===== config.mk =====
export PLATFORM = sky130hd
export DESIGN_NAME = seg_dynamic_scan
export DESIGN_NICKNAME = d
export VERILOG_FILES = /design/src/rtl/seg_dynamic_scan.sv
export SDC_FILE = /design/constraint.sdc
export NUM_CORES = 1
export LEC_CHECK = 0
export BUFFER_PORTS_ARGS = -buffer_cell sky130_fd_sc_hd__buf_2
export CORE_MARGIN = 3
export CORE_UTILIZATION = 53
export DETAILED_ROUTE_END_ITERATION = 6
export PLACE_DENSITY_LB_ADDON = 0.05
export SYNTH_ARGS = -nofsm -noshare
export SYNTH_HDL_FRONTEND = slang
export SYNTH_SLANG_ARGS = --single-unit

===== constraint.sdc =====
create_clock -name clk -period 3 [get_ports clk]
set_clock_uncertainty 0.05 [all_clocks]
set_input_delay 0.6 -clock clk [delete_from_list [all_inputs] [get_ports clk]]
set_output_delay 0.6 -clock clk [all_outputs]
set_load 0.01 [all_outputs]

===== src/rtl/seg_dynamic_scan.sv =====
// Multiplexed N-digit hex 7-segment scanner with per-slot blanking gap,
// frame-boundary double buffering and optional leading-zero suppression.
module seg_dynamic_scan #(
  parameter int DIGITS      = 6,
  parameter int SCAN_DIV    = 50000,
  parameter int BLANK_CYC   = 500,
  parameter int SEL_ACT_LOW = 1,
  parameter int SEG_ACT_LOW = 1
) (
  input  logic                  clk,
  input  logic                  rst,
  input  logic [4*DIGITS-1:0]   data,
  input  logic [DIGITS-1:0]     dp,
  input  logic                  load,
  input  logic                  lz_blank,
  output logic [DIGITS-1:0]     sel,
  output logic [7:0]            seg,
  output logic                  frame_start
);

  localparam int CNT_W = (SCAN_DIV > 1) ? $clog2(SCAN_DIV) : 1;
  localparam int IDX_W = (DIGITS > 1) ? $clog2(DIGITS) : 1;

  localparam logic [CNT_W-1:0]  CNT_LAST  = CNT_W'(SCAN_DIV - 1);
  localparam logic [CNT_W-1:0]  CNT_BLANK = CNT_W'(BLANK_CYC);
  localparam logic [IDX_W-1:0]  IDX_LAST  = IDX_W'(DIGITS - 1);
  localparam logic [DIGITS-1:0] SEL_OFF   = (SEL_ACT_LOW != 0) ? {DIGITS{1'b1}} : {DIGITS{1'b0}};
  localparam logic [7:0]        SEG_OFF   = (SEG_ACT_LOW != 0) ? 8'hFF : 8'h00;

  typedef enum logic {
    PH_BLANK = 1'b0,
    PH_DRIVE = 1'b1
  } phase_e;

  function automatic logic [6:0] hex_decode(input logic [3:0] nib);
    logic [6:0] pat;
    case (nib)
      4'h0:    pat = 7'h3F;
      4'h1:    pat = 7'h06;
      4'h2:    pat = 7'h5B;
      4'h3:    pat = 7'h4F;
      4'h4:    pat = 7'h66;
      4'h5:    pat = 7'h6D;
      4'h6:    pat = 7'h7D;
      4'h7:    pat = 7'h07;
      4'h8:    pat = 7'h7F;
      4'h9:    pat = 7'h6F;
      4'hA:    pat = 7'h77;
      4'hB:    pat = 7'h7C;
      4'hC:    pat = 7'h39;
      4'hD:    pat = 7'h5E;
      4'hE:    pat = 7'h79;
      4'hF:    pat = 7'h71;
      default: pat = 7'h00;
    endcase
    return pat;
  endfunction

  // True when idx is not the rightmost digit and it and every digit to its left are zero.
  function automatic logic leading_zero(input logic [4*DIGITS-1:0] word,
                                        input logic [IDX_W-1:0]    idx);
    logic all_zero;
    all_zero = 1'b1;
    for (int i = 0; i < DIGITS; i++) begin
      all_zero = all_zero & ((i < int'(idx)) | (word[4*i +: 4] == 4'h0));
    end
    return (idx != {IDX_W{1'b0}}) & all_zero;
  endfunction

  logic [CNT_W-1:0]    cnt_q, cnt_d;
  logic [IDX_W-1:0]    idx_q, idx_d;
  logic [4*DIGITS-1:0] shadow_data_q, shadow_data_d;
  logic [DIGITS-1:0]   shadow_dp_q, shadow_dp_d;
  logic [4*DIGITS-1:0] pend_data_q, pend_data_d;
  logic [DIGITS-1:0]   pend_dp_q, pend_dp_d;
  logic                pend_valid_q, pend_valid_d;
  logic                fs_armed_q, fs_armed_d;
  logic [DIGITS-1:0]   sel_q, sel_d;
  logic [7:0]          seg_q, seg_d;
  logic                frame_start_q, frame_start_d;

  phase_e              phase_s;
  logic                slot_end_s;
  logic                frame_end_s;
  logic                first_drive_s;
  logic [3:0]          nib_s;
  logic [7:0]          lit_s;

  if (BLANK_CYC == 0) begin : g_no_blank
    assign phase_s = PH_DRIVE;
  end else begin : g_blank
    assign phase_s = (cnt_q < CNT_BLANK) ? PH_BLANK : PH_DRIVE;
  end

  assign slot_end_s    = (cnt_q == CNT_LAST);
  assign frame_end_s   = slot_end_s & (idx_q == IDX_LAST);
  assign first_drive_s = (cnt_q == CNT_BLANK) & (idx_q == {IDX_W{1'b0}});

  // Scan timing, buffer handover and frame_start arming.
  always_comb begin
    cnt_d         = cnt_q;
    idx_d         = idx_q;
    shadow_data_d = shadow_data_q;
    shadow_dp_d   = shadow_dp_q;
    pend_data_d   = pend_data_q;
    pend_dp_d     = pend_dp_q;
    pend_valid_d  = pend_valid_q;
    fs_armed_d    = fs_armed_q;
    frame_start_d = 1'b0;

    if (slot_end_s) begin
      cnt_d = {CNT_W{1'b0}};
      if (idx_q == IDX_LAST) begin
        idx_d = {IDX_W{1'b0}};
      end else begin
        idx_d = idx_q + IDX_W'(1);
      end
    end else begin
      cnt_d = cnt_q + CNT_W'(1);
    end

    if (fs_armed_q && first_drive_s) begin
      frame_start_d = 1'b1;
      fs_armed_d    = 1'b0;
    end else begin
      frame_start_d = 1'b0;
    end

    // A load coinciding with frame_end bypasses the pending buffer.
    if (frame_end_s) begin
      if (load) begin
        shadow_data_d = data;
        shadow_dp_d   = dp;
        pend_valid_d  = 1'b0;
        fs_armed_d    = 1'b1;
      end else if (pend_valid_q) begin
        shadow_data_d = pend_data_q;
        shadow_dp_d   = pend_dp_q;
        pend_valid_d  = 1'b0;
        fs_armed_d    = 1'b1;
      end else begin
        shadow_data_d = shadow_data_q;
      end
    end else if (load) begin
      pend_data_d  = data;
      pend_dp_d    = dp;
      pend_valid_d = 1'b1;
    end else begin
      pend_valid_d = pend_valid_q;
    end
  end

  // Next sel/seg image from the current slot phase and shadow digit.
  always_comb begin
    nib_s = shadow_data_q[4*int'(idx_q) +: 4];
    lit_s = {shadow_dp_q[idx_q],
             leading_zero(shadow_data_q, idx_q) & lz_blank ? 7'h00 : hex_decode(nib_s)};
    case (phase_s)
      PH_DRIVE: begin
        sel_d = SEL_OFF ^ (DIGITS'(1'b1) << idx_q);
        seg_d = lit_s ^ SEG_OFF;
      end
      PH_BLANK: begin
        sel_d = SEL_OFF;
        seg_d = SEG_OFF;
      end
      default: begin
        sel_d = SEL_OFF;
        seg_d = SEG_OFF;
      end
    endcase
  end

  // State and output registers.
  always_ff @(posedge clk or posedge rst) begin
    if (rst) begin
      cnt_q         <= {CNT_W{1'b0}};
      idx_q         <= {IDX_W{1'b0}};
      shadow_data_q <= {(4*DIGITS){1'b0}};
      shadow_dp_q   <= {DIGITS{1'b0}};
      pend_data_q   <= {(4*DIGITS){1'b0}};
      pend_dp_q     <= {DIGITS{1'b0}};
      pend_valid_q  <= 1'b0;
      fs_armed_q    <= 1'b0;
      sel_q         <= SEL_OFF;
      seg_q         <= SEG_OFF;
      frame_start_q <= 1'b0;
    end else begin
      cnt_q         <= cnt_d;
      idx_q         <= idx_d;
      shadow_data_q <= shadow_data_d;
      shadow_dp_q   <= shadow_dp_d;
      pend_data_q   <= pend_data_d;
      pend_dp_q     <= pend_dp_d;
      pend_valid_q  <= pend_valid_d;
      fs_armed_q    <= fs_armed_d;
      sel_q         <= sel_d;
      seg_q         <= seg_d;
      frame_start_q <= frame_start_d;
    end
  end

  assign sel         = sel_q;
  assign seg         = seg_q;
  assign frame_start = frame_start_q;

endmodule


== After elaboration in Yosys (flattened, before gate mapping) ==
Memories as Yosys holds them, arrays and structs flattened.
Index checks and enable logic that the tools add are counted.
Storage, ports and cells
  register bits after elaboration: 96
  memory bits (read-only): 112
  input bits: 34
  output and inout port bits: 15
  word-level logic and storage cells: 77
  memories: 1
Cells by class
  add/subtract/negate cells: 2
  $lt $le $gt $ge: 8
  equality and inequality tests: 3
  shifts and indexed selects: 2
  multiplexer cells: 19
  bitwise operators: 18
  reduce and logical (&&, ||, !) cells: 13
Memories
  (name not given): depth 16, width 7, read ports 1, clocked after Yosys merged registers in 0, write ports 0, line 37  | case (nib)
Operators with widths (count)
  24-bit two-way mux: 2
  4-bit logical NOT: 6
  24-bit by 6-bit variable part select with 4-bit output: 1
  16-bit by 1-bit adder with 16-bit output, second input constant: 1
  16-bit equality test, second input constant: 1
  16-bit by 9-bit equality test with 1-bit output, second input constant: 1
  16-bit by 9-bit less-than comparator with 1-bit output, second input constant: 1
  16-bit two-way mux: 1
  8-bit one-hot mux with 2 select lines: 1
  6-bit two-way mux: 2
  6-bit one-hot mux with 2 select lines: 1
  1-bit AND: 9
  1-bit two-way mux: 9
  8-bit NOT: 1
  7-bit two-way mux: 1
  1-bit by 3-bit less-than comparator with 1-bit output, first input constant: 2
  2-bit by 3-bit less-than comparator with 1-bit output, first input constant: 2
  3-bit less-than comparator, first input constant: 2
  6-bit NOT: 1
  1-bit bitwise OR: 6
  1-bit by 3-bit left shift with 6-bit output, first input constant: 1
  3-bit by 4-bit less-than comparator with 1-bit output, second input constant: 1
  2-bit AND reduction: 2
  2-bit nonzero test: 2
  8 further kinds: 8

== Logic depth before layout (Yosys ltp) ==
Gate-level depths: netlist of run 1.
  word-level depth: 12
  mapped depth: 11
  depth with buffers taken out: 9

== Worst setup path after synthesis of run 1 ==
Ideal clock, no wire load.
  kind: register -> register
  start point: reg idx_q[0]
  end point: reg seg_q[3], in the netlist seg[3]
  arrival time: 2245 ps
  slack: 617 ps
  cell stages (with the launch flop): 12
  clock period less this slack: 2383 ps
  path through: dfrtp_1 -> buf_2 -> buf_2 -> inv_1 -> a21oi_1 -> a211oi_1 -> a311oi_1 -> inv_1 -> ha_1 -> nand2b_1 -> o211ai_1 -> nand3_1
On the way
  longest elaborated chain between the ends: 12
  elaborated cells on any way between the ends: 25
  classes of those cells: 6 x order compare; 1 x shift; 2 x mux; 14 x bitwise; 1 x reduce/logical; 1 x memory
Ends and longest elaborated chain
  from (decl): line 71  | logic [IDX_W-1:0] idx_q, idx_d;
  from (signal assigned): line 178  | idx_q <= {IDX_W{1'b0}};
  from (signal assigned): line 190  | idx_q <= idx_d;
  1-bit by 3-bit less-than comparator with 1-bit output: line 65  | all_zero = all_zero & ((i < int'(idx)) | (word[4*i +: 4] == 4'h0));
  1-bit bitwise OR: line 65
  1-bit AND (5 in a row): line 65
  1-bit AND: line 67  | return (idx != {IDX_W{1'b0}}) & all_zero;
  1-bit AND: line 157  | leading_zero(shadow_data_q, idx_q) & lz_blank ? 7'h00 : hex_decode(nib_s)};
  7-bit two-way mux *: line 157
  8-bit NOT (no source line) *
  8-bit one-hot mux with 2 select lines *: line 158  | case (phase_s)
  named net seg_d[3]: line 79  | logic [7:0] seg_q, seg_d;
  to (signal assigned): line 198  | seg_q <= seg_d;
  to (decl): line 79
The timed path passes the listed nets; every way through them passes the cells marked *.
A chain may end at the register's enable or synchronous reset.

== Final worst setup path of run 1 ==
  start point: reg cnt_q[13]
  end point: reg pend_dp_q[3]
On the way
  longest elaborated chain between the ends: 4
Ends and longest elaborated chain
  from (decl): line 70  | logic [CNT_W-1:0] cnt_q, cnt_d;
  from (signal assigned): line 177  | cnt_q <= {CNT_W{1'b0}};
  from (signal assigned): line 189  | cnt_q <= cnt_d;
  16-bit equality test: line 95  | assign slot_end_s = (cnt_q == CNT_LAST);
  1-bit AND: line 96  | assign frame_end_s = slot_end_s & (idx_q == IDX_LAST);
  1-bit NOT (no source line)
  2-bit AND reduction (no source line)
  to (signal assigned): line 182  | pend_dp_q <= {DIGITS{1'b0}};
  to (signal assigned): line 194  | pend_dp_q <= pend_dp_d;
  to (decl): line 75  | logic [DIGITS-1:0] pend_dp_q, pend_dp_d;
Every way passes these cells.

==> impl_summary.log, run 1 <==
[metrics] Setup crit end kind: flop
[metrics] post-CTS setup repair buffer count: 0
[metrics] buffering stage count on the worst path with inverters included: 1
[metrics] full die area: 10,100 um2
[metrics] Clock power frac: 36.0%
[metrics] antenna violations before repair: 0
[metrics] Setup crit end: pend_dp_q[3]$_DFFE_PP0P_
[metrics] most frequent standard cell in the layout excluding fill and tap cells: sky130_fd_sc_hd__dfrtp_1
[metrics] syn_area_per_cell: 11.6 um2
[metrics] slowest stage delay, CP: 0.56 ns
[metrics] Port Buf Inserts: 48
[metrics] routability-driven placement congestion ratio: 0.805
[metrics] final setup violation count: 0
[metrics] synth-to-layout area growth: 11.9%
[metrics] drt pass-1 iters: 4
[metrics] count of cells resized by post-cts repair: 0
[metrics] Detail Route Antenna Nets: 0
[metrics] number of rows in the core area: 33
[metrics] wire length per cell after detailed routing: 15.4 um
[metrics] detailed-placement wirelength estimate: 6080 um
[metrics] Max Cap Viol: 0
[metrics] number of vias in the routed layout: 3,115
[metrics] reg-to-reg startpoint: cnt_q[13]$_DFF_PP0_
[metrics] Max rail drop VDD: 0.000227 V
[metrics] fraction of power consumed by sequential logic: 56.4%
[metrics] Core Area: 8460 um2
[metrics] die outline height: 101 um
[metrics] number of synthesized flops with an enable pin: 0
[metrics] pin count of the biggest net entering global routing: 97
[metrics] actual slew at the worst max-slew pin: 1.05 ns
[metrics] max-slew violation total from the final report: 0
[metrics] setup repair after global routing missed its margin: false
[metrics] post-route DRC violation count: 0
[metrics] critical path class: reg -> reg
[metrics] total overflow reported by the global router: 0
[metrics] count of cells along the worst register-to-register path: 6
[metrics] utilization after layout: 62.6%
[metrics] end of the worst register-to-register path: pend_dp_q[3]$_DFFE_PP0P_
[metrics] asr flop ratio synth: 100%
[metrics] final-layout setup total negative slack: 0 ns
[metrics] n_diodes: 0
[metrics] switching share of power: 22.5%
[metrics] instance count on the critical path: 6
[metrics] Most used DFF post-synth: sky130_fd_sc_hd__dfrtp_1
[metrics] family of cells with the greatest summed delay on the critical path: simple AND/OR/NAND/NOR gates
[metrics] ordered list of cells on the worst path: or4_4 -> nor4_4 -> and2_2 -> or2b_4 -> buf_12 -> mux2_1
[metrics] minimum clock period after layout: 2.49 ns
[metrics] sequential-to-total area share from yosys stat: 51.1%
[metrics] clock-pin slew reported for the worst setup and hold paths after clock tree synthesis: 0.09 ns
[metrics] count of pins on the block boundary: 49
[metrics] number of H-tree levels: 3
[metrics] starting density of the core: 56.0%
[metrics] Worst path slowest cell: sky130_fd_sc_hd__or4_4
[metrics] TritonCTS clock tree: done
[metrics] Tot Pwr: 2.41 mW
[metrics] Req. time, crit path: 3.19 ns
[metrics] Chip Width: 101 um
[metrics] fraction of layout cells with a size suffix above 1: 27.4%
[metrics] worst setup path startpoint: cnt_q[13]$_DFF_PP0_
[metrics] Clk Latency, worst-skew pair: 0.35 ns
[metrics] launching element type of the critical path: flop
[metrics] static leakage power: 2.44 nW
[metrics] total wire length: 8680 um
[metrics] buffer cell driving the clock tree root: sky130_fd_sc_hd__clkbuf_8
[metrics] worst hold margin: 0.320 ns
[metrics] switching pwr: 543 uW
[metrics] First DRT Iteration DRCs: 113
[metrics] highest-count cells in the layout ignoring fill and taps: sky130_fd_sc_hd__dfrtp_1 (82), sky130_fd_sc_hd__buf_2 (48), sky130_fd_sc_hd__nand2_1 (47)
[metrics] PD cells: 454 nW/um2
[metrics] number of nets in the layout: 503
[metrics] hold-fix buffer count after cts: 0
[metrics] Max Clk Rate: 402 MHz
[metrics] Yosys warning total: 0
[metrics] peak fanout along the critical path: 20
[metrics] Post-Synthesis Net Count: 454
[metrics] Fin. Hold Viols: 0
[metrics] worst slew margin relative to its limit: 29.6%
[metrics] synthesized area: 4740 um2
[metrics] combinational share of power: 7.6%
[metrics] Vias per Instance: 5.51
[metrics] global-route wire length before repair: 15,500 um
[metrics] number of flip-flops and latches in the synthesized netlist: 96
[metrics] overall routing resource usage: 19.2%
[metrics] gate count after technology mapping: 407
[metrics] number of distinct library cell variants in the gate-level netlist after synthesis: 55
[metrics] worst hold path type: in -> async
[metrics] result of the run: completed
[metrics] cts bufs inserted: 9
[metrics] number of global-route vias before repair: 3,190
[metrics] final critical-path share of the clock period: 83.0%
[metrics] setup slack on the worst flop-to-flop path: 0.51 ns
[metrics] CTS Sinks: 96
[metrics] data arrival time of the critical path: 2.68 ns
[metrics] cell-internal power: 1.86 mW
[metrics] Max Root-Sink Buffers: 2
## cells in the mapped netlist, types with 4 or more instances
| library cell | count | area (um2) |
|---|---|---|
| sky130_fd_sc_hd__buf_2 | 4 | 20.0 |
| sky130_fd_sc_hd__and4_1 | 4 | 35.0 |
| sky130_fd_sc_hd__nand2_1 | 47 | 176 |
| sky130_fd_sc_hd__o21ai_0 | 34 | 170 |
| sky130_fd_sc_hd__nor2b_1 | 4 | 25.0 |
| sky130_fd_sc_hd__inv_1 | 11 | 41.3 |
| sky130_fd_sc_hd__nand3_1 | 12 | 60.1 |
| sky130_fd_sc_hd__dfrtp_1 | 82 | 2050 |
| sky130_fd_sc_hd__xnor2_1 | 8 | 70.1 |
| sky130_fd_sc_hd__mux2_4 | 27 | 405 |
| sky130_fd_sc_hd__a21oi_1 | 9 | 45.0 |
| sky130_fd_sc_hd__dfstp_2 | 14 | 368 |
| sky130_fd_sc_hd__o21ai_1 | 4 | 20.0 |
| sky130_fd_sc_hd__mux2i_1 | 39 | 390 |
| sky130_fd_sc_hd__xor2_1 | 5 | 43.8 |
| sky130_fd_sc_hd__ha_1 | 13 | 163 |
| sky130_fd_sc_hd__clkbuf_1 | 14 | 52.6 |
| sky130_fd_sc_hd__nor2_1 | 18 | 67.6 |
## metrics by stage
step,cells,area (um2),setup slack [ns]
after CTS,565,5300,0.477
after global placement,550,5090,0.540
after detailed placement,550,5090,0.505
final,565,5300,0.510
after floorplan,407,4740,0.617
after global routing,565,5300,0.301
## cell type report
type	instances	area (um2)
clock buffers	11	151
clock inverters	4	53.8
fillers	693	3160
inverters	12	48.8
multi-input cells	278	2150
flip-flops and latches	96	2420
well taps	105	131
repair buffers	59	348
## power groups by stage
stage | Combinational (mW) | Sequential, mW | Clock, mW
2_1_floorplan | 0.139 | 1.37 | 0
3_3_place_gp | 0.182 | 1.38 | 0
3_5_place_dp | 0.187 | 1.38 | 0
4_1_cts | 0.187 | 1.36 | 0.886
5_1_grt | 0.202 | 1.36 | 0.946
6_report | 0.183 | 1.36 | 0.867
## sequential cells by signal, indices dropped and copies added, names as in the netlist
register and flops:
frame_start 1, pend_data_q 24, idx_q 3, fs_armed_q 1
shadow_dp_q 6, pend_valid_q 1, shadow_data_q 24, sel 6
pend_dp_q 6, cnt_q 16, seg 8
## worst min path at each step
stage	startpoint	endpoint	slack (ns)	cells past startpoint
floorplan	shadow_dp_q[3]$_DFFE_PP0P_	shadow_dp_q[3]$_DFFE_PP0P_	0.39	2
global placement	fs_armed_q$_DFF_PP0_	frame_start$_DFF_PP0_	0.41	1
detailed placement	fs_armed_q$_DFF_PP0_	frame_start$_DFF_PP0_	0.42	1
CTS	rst	cnt_q[12]$_DFF_PP0_	0.34	3
global route	rst	cnt_q[11]$_DFF_PP0_	0.35	3
finish	rst	cnt_q[11]$_DFF_PP0_	0.32	3
## logic make-up after synthesis
logic type | synth area share [%]
mux | 18.9
xor+xnor | 2.40
buf+inv | 3.75
compound gates | 8.88
fa+ha+maj | 3.43
simple gates | 11.5
flops | 51.1
## per-layer routing
layer  vias to the layer above  share of wire (%)  track usage [%]
met5                         -                  0                0
met4                         0                1.2             5.18
met3                         9                3.7             3.81
met2                        55                 45             29.4
met1                      1519                 50             28.0
li1                       1532                  -                -
## worst min-delay path, delay by kind of cell
family	cells	cell delay (ns)
buf+inv	3	0.56
Power figures use the tool's default switching activity.
==> run 2, diff against run 1 <==
==> constraint.sdc (replaced) <==
create_clock -name clk -period 2 [get_ports clk]
set_clock_uncertainty 0.05 [all_clocks]
set_input_delay 0.4 -clock clk [delete_from_list [all_inputs] [get_ports clk]]
set_output_delay 0.4 -clock clk [all_outputs]
set_load 0.01 [all_outputs]
==> run 2 against run 1 <==
The flow now finishes with violations (negative setup slack). Register-to-register slack worse by 0.69 ns. First-iteration DRC count grew 31%. Die area stayed put. Sequential share of layout area shrank 5.6 points. Total power up 57%. Flip-flop and latch count stayed put. Wire length rose by 15%. Design area is 14% higher. Worst hold slack lost 0.20 ns. Largest cell class unchanged. Highest routed layer unchanged.
==> impl_summary.log, run 2 (synthesized netlist as in run 1, its figures left out) <==
[metrics] result of the run: finished with violations
[metrics] violations in the final reports: negative setup slack
[metrics] total wire length: 9990 um (+15%)
[metrics] cts bufs inserted: 9 (unchanged)
[metrics] actual slew at the worst max-slew pin: 0.490 ns (-0.562 ns)
[metrics] Max rail drop VDD: 0.000428 V (+89%)
[metrics] switching pwr: 808 uW (+49%)
[metrics] number of vias in the routed layout: 3,366 (+8.1%)
[metrics] worst slew margin relative to its limit: 67.3% (+38 points)
[metrics] buffering stage count on the worst path with inverters included: 1 (unchanged)
[metrics] launching element type of the critical path: flop
[metrics] Fin. Hold Viols: 0 (unchanged)
[metrics] worst setup path startpoint: cnt_q[5]$_DFF_PP0_
[metrics] static leakage power: 2.80 nW (+15%)
[metrics] GRT met3 Usage: 4.22% (+0.42 points)
[metrics] Chip Width: 101 um (unchanged)
[metrics] met2 usage in global routing: 31.6% (+2.2 points)
[metrics] Req. time, crit path: 2.19 ns (-1.00 ns)
[metrics] Core Area: 8460 um2 (unchanged)
[metrics] Clk Latency, worst-skew pair: 0.36 ns (about the same)
[metrics] n_diodes: 0 (unchanged)
[metrics] PD cells: 626 nW/um2 (+38%)
[metrics] pin count of the biggest net entering global routing: 97 (unchanged)
[metrics] CTS Sinks: 96 (unchanged)
[metrics] data arrival time of the critical path: 2.37 ns (-0.31 ns)
[metrics] slowest stage delay, CP: 0.55 ns (about the same)
[metrics] setup slack on the worst flop-to-flop path: -0.18 ns (-0.69 ns)
[metrics] most frequent standard cell in the layout excluding fill and tap cells: sky130_fd_sc_hd__dfrtp_1
[metrics] detailed-placement wirelength estimate: 6530 um (+7.3%)
[metrics] clock-pin slew reported for the worst setup and hold paths after clock tree synthesis: 0.09 ns (about the same)
[metrics] worst hold path type: in -> async
[metrics] wire length per cell after detailed routing: 16.2 um (+5.5%)
[metrics] most utilized layer in the global route result: met2
[metrics] switching share of power: 21.3% (-1.2 points)
[metrics] fraction of layout cells with a size suffix above 1: 42.8% (+15 points)
[metrics] full die area: 10,100 um2 (unchanged)
[metrics] peak fanout along the critical path: 10 (-50%)
[metrics] buffer cell driving the clock tree root: sky130_fd_sc_hd__clkbuf_8
[metrics] count of pins on the block boundary: 49 (unchanged)
[metrics] number of global-route vias before repair: 3,388 (+6.2%)
[metrics] max-slew violation total from the final report: 0 (unchanged)
[metrics] global-route wire length before repair: 16,400 um (+5.5%)
[metrics] final-layout setup total negative slack: -8.38 ns (-8.38 ns)
[metrics] end of the worst register-to-register path: pend_dp_q[2]$_DFFE_PP0P_
[metrics] total overflow reported by the global router: 0 (unchanged)
[metrics] fraction of power consumed by sequential logic: 53.8% (-2.6 points)
[metrics] First DRT Iteration DRCs: 148 (+31%)
[metrics] combinational share of power: 7.8% (+0.2 points)
[metrics] overall routing resource usage: 20.3% (+1.1 points)
[metrics] final critical-path share of the clock period: 109% (+26 points)
[metrics] routability-driven placement congestion ratio: 0.879 (+9.3%)
[metrics] reg-to-reg startpoint: cnt_q[5]$_DFF_PP0_
[metrics] Detail Route Antenna Nets: 0 (unchanged)
[metrics] drt pass-1 iters: 4 (unchanged)
[metrics] Vias per Instance: 5.46 (-1.0%)
[metrics] setup repair after global routing missed its margin: true
[metrics] Max Cap Viol: 0 (unchanged)
[metrics] global-route met1 utilization: 28.6% (+0.67 points)
[metrics] minimum clock period after layout: 2.18 ns (-0.310 ns)
[metrics] starting density of the core: 56.0% (unchanged)
[metrics] antenna violations before repair: 0 (unchanged)
[metrics] worst setup slack before clock tree synthesis: -0.175 ns (-0.680 ns)
[metrics] Clock power frac: 38.4% (+2.4 points)
[metrics] instance count on the critical path: 6 (unchanged)
[metrics] count of cells along the worst register-to-register path: 6 (unchanged)
[metrics] critical path class: reg -> reg
[metrics] TritonCTS clock tree: done
[metrics] ordered list of cells on the worst path: or4bb_1 -> nor4_4 -> and2_4 -> or2b_4 -> clkbuf_16 -> mux2_4
[metrics] hold-fix buffer count after cts: 0 (unchanged)
[metrics] worst hold margin: 0.117 ns (-0.203 ns)
[metrics] highest-count cells in the layout ignoring fill and taps: sky130_fd_sc_hd__dfrtp_1 (79), sky130_fd_sc_hd__buf_2 (48), sky130_fd_sc_hd__buf_4 (46)
[metrics] family of cells with the greatest summed delay on the critical path: simple AND/OR/NAND/NOR gates
[metrics] Max Root-Sink Buffers: 2 (unchanged)
[metrics] cell-internal power: 2.98 mW (+60%)
[metrics] post-route DRC violation count: 0 (unchanged)
[metrics] Port Buf Inserts: 48 (unchanged)
[metrics] number of H-tree levels: 3 (unchanged)
[metrics] Setup crit end kind: flop
[metrics] number of rows in the core area: 33 (unchanged)
[metrics] synth-to-layout area growth: 27.6%
[metrics] final setup violation count: 63 (+63)
[metrics] Worst path slowest cell: sky130_fd_sc_hd__or4bb_1
[metrics] number of nets in the layout: 554 (+10%)
[metrics] biggest regs: pend_data_q: 24 flops, shadow_data_q: 24 flops, cnt_q: 16 flops
[metrics] die outline height: 101 um (unchanged)
[metrics] final worst-path setup slack: -0.180 ns (-0.690 ns)
[metrics] Max Clk Rate: 459 MHz (+14%)
==> run 2: cell types whose count changed in the layout (fill, tap and decap cells not counted), moves of 4 or more <==
cell	change
sky130_fd_sc_hd__o21ai_1	+23
sky130_fd_sc_hd__nand2_1	-7
sky130_fd_sc_hd__ha_1	-6
sky130_fd_sc_hd__buf_12	+4
sky130_fd_sc_hd__buf_6	+7
sky130_fd_sc_hd__nand2_2	+7
sky130_fd_sc_hd__ha_4	+4
sky130_fd_sc_hd__buf_4	+37
sky130_fd_sc_hd__o21ai_0	-26
==> run 2: metal layers <==
layer | share of wire [%] | vias to the layer above
li1 | - | 1635
met1 | 46 | 1645
met2 | 48 | 70
met3 | 3.7 | 16
met4 | 1.6 | 0
met5 | 0 | -
==> run 2: power by group through the flow <==
stage | combinational (mW) | sequential, mW | clock [mW]
6_report | 0.296 | 2.04 | 1.45
4_1_cts | 0.293 | 2.04 | 1.47
3_5_place_dp | 0.290 | 2.07 | 0
3_3_place_gp | 0.281 | 2.07 | 0
2_1_floorplan | 0.212 | 2.06 | 0
5_1_grt | 0.323 | 2.05 | 1.57
==> run 2: repair_timing <==
action,4_1_cts,5_1_grt
resized for setup,40,41
gates cloned,2,2
pin swaps,4,10
setup buffers,11,4
endpoints found under the setup margin,66,73
==> run 2: layout make-up <==
type | instances | area [um2]
well taps | 105 | 131
repair buffers | 110 | 862
clock buffers | 14 | 173
inverters | 12 | 56.3
clock inverters | 2 | 60.1
multi-input cells | 278 | 2340
flip-flops and latches | 96 | 2420
fillers | 618 | 2420
==> run 2: through the flow <==
stage / instance area, um2 / instances / power (mW) / util (%)
6_report: 6040 / 617 / 3.79 / 71.4
5_1_grt: 6040 / 617 / 3.94 / 71.4
4_1_cts: 5850 / 612 / 3.80 / 69.1
3_5_place_dp: 5410 / 583 / 2.36 / 63.9
3_3_place_gp: 5410 / 583 / 2.35 / 63.9
2_1_floorplan: 4830 / 407 / 2.27 / -
==> run 2: worst max path at each step <==
stage / endpoint / slack, ns
floorplan: pend_data_q[13]$_DFFE_PP0P_ / -0.25
global placement: pend_data_q[15]$_DFFE_PP0P_ / -0.15
detailed placement: pend_data_q[4]$_DFFE_PP0P_ / -0.17
CTS: pend_data_q[4]$_DFFE_PP0P_ / -0.19
global route: shadow_data_q[12]$_DFFE_PP0P_ / -0.25
finish: pend_dp_q[2]$_DFFE_PP0P_ / -0.18
==> run 2: tightest hold or removal path, delay by kind of cell <==
family / cells / cell delay [ns]
buffers and inverters: 3 / 0.56
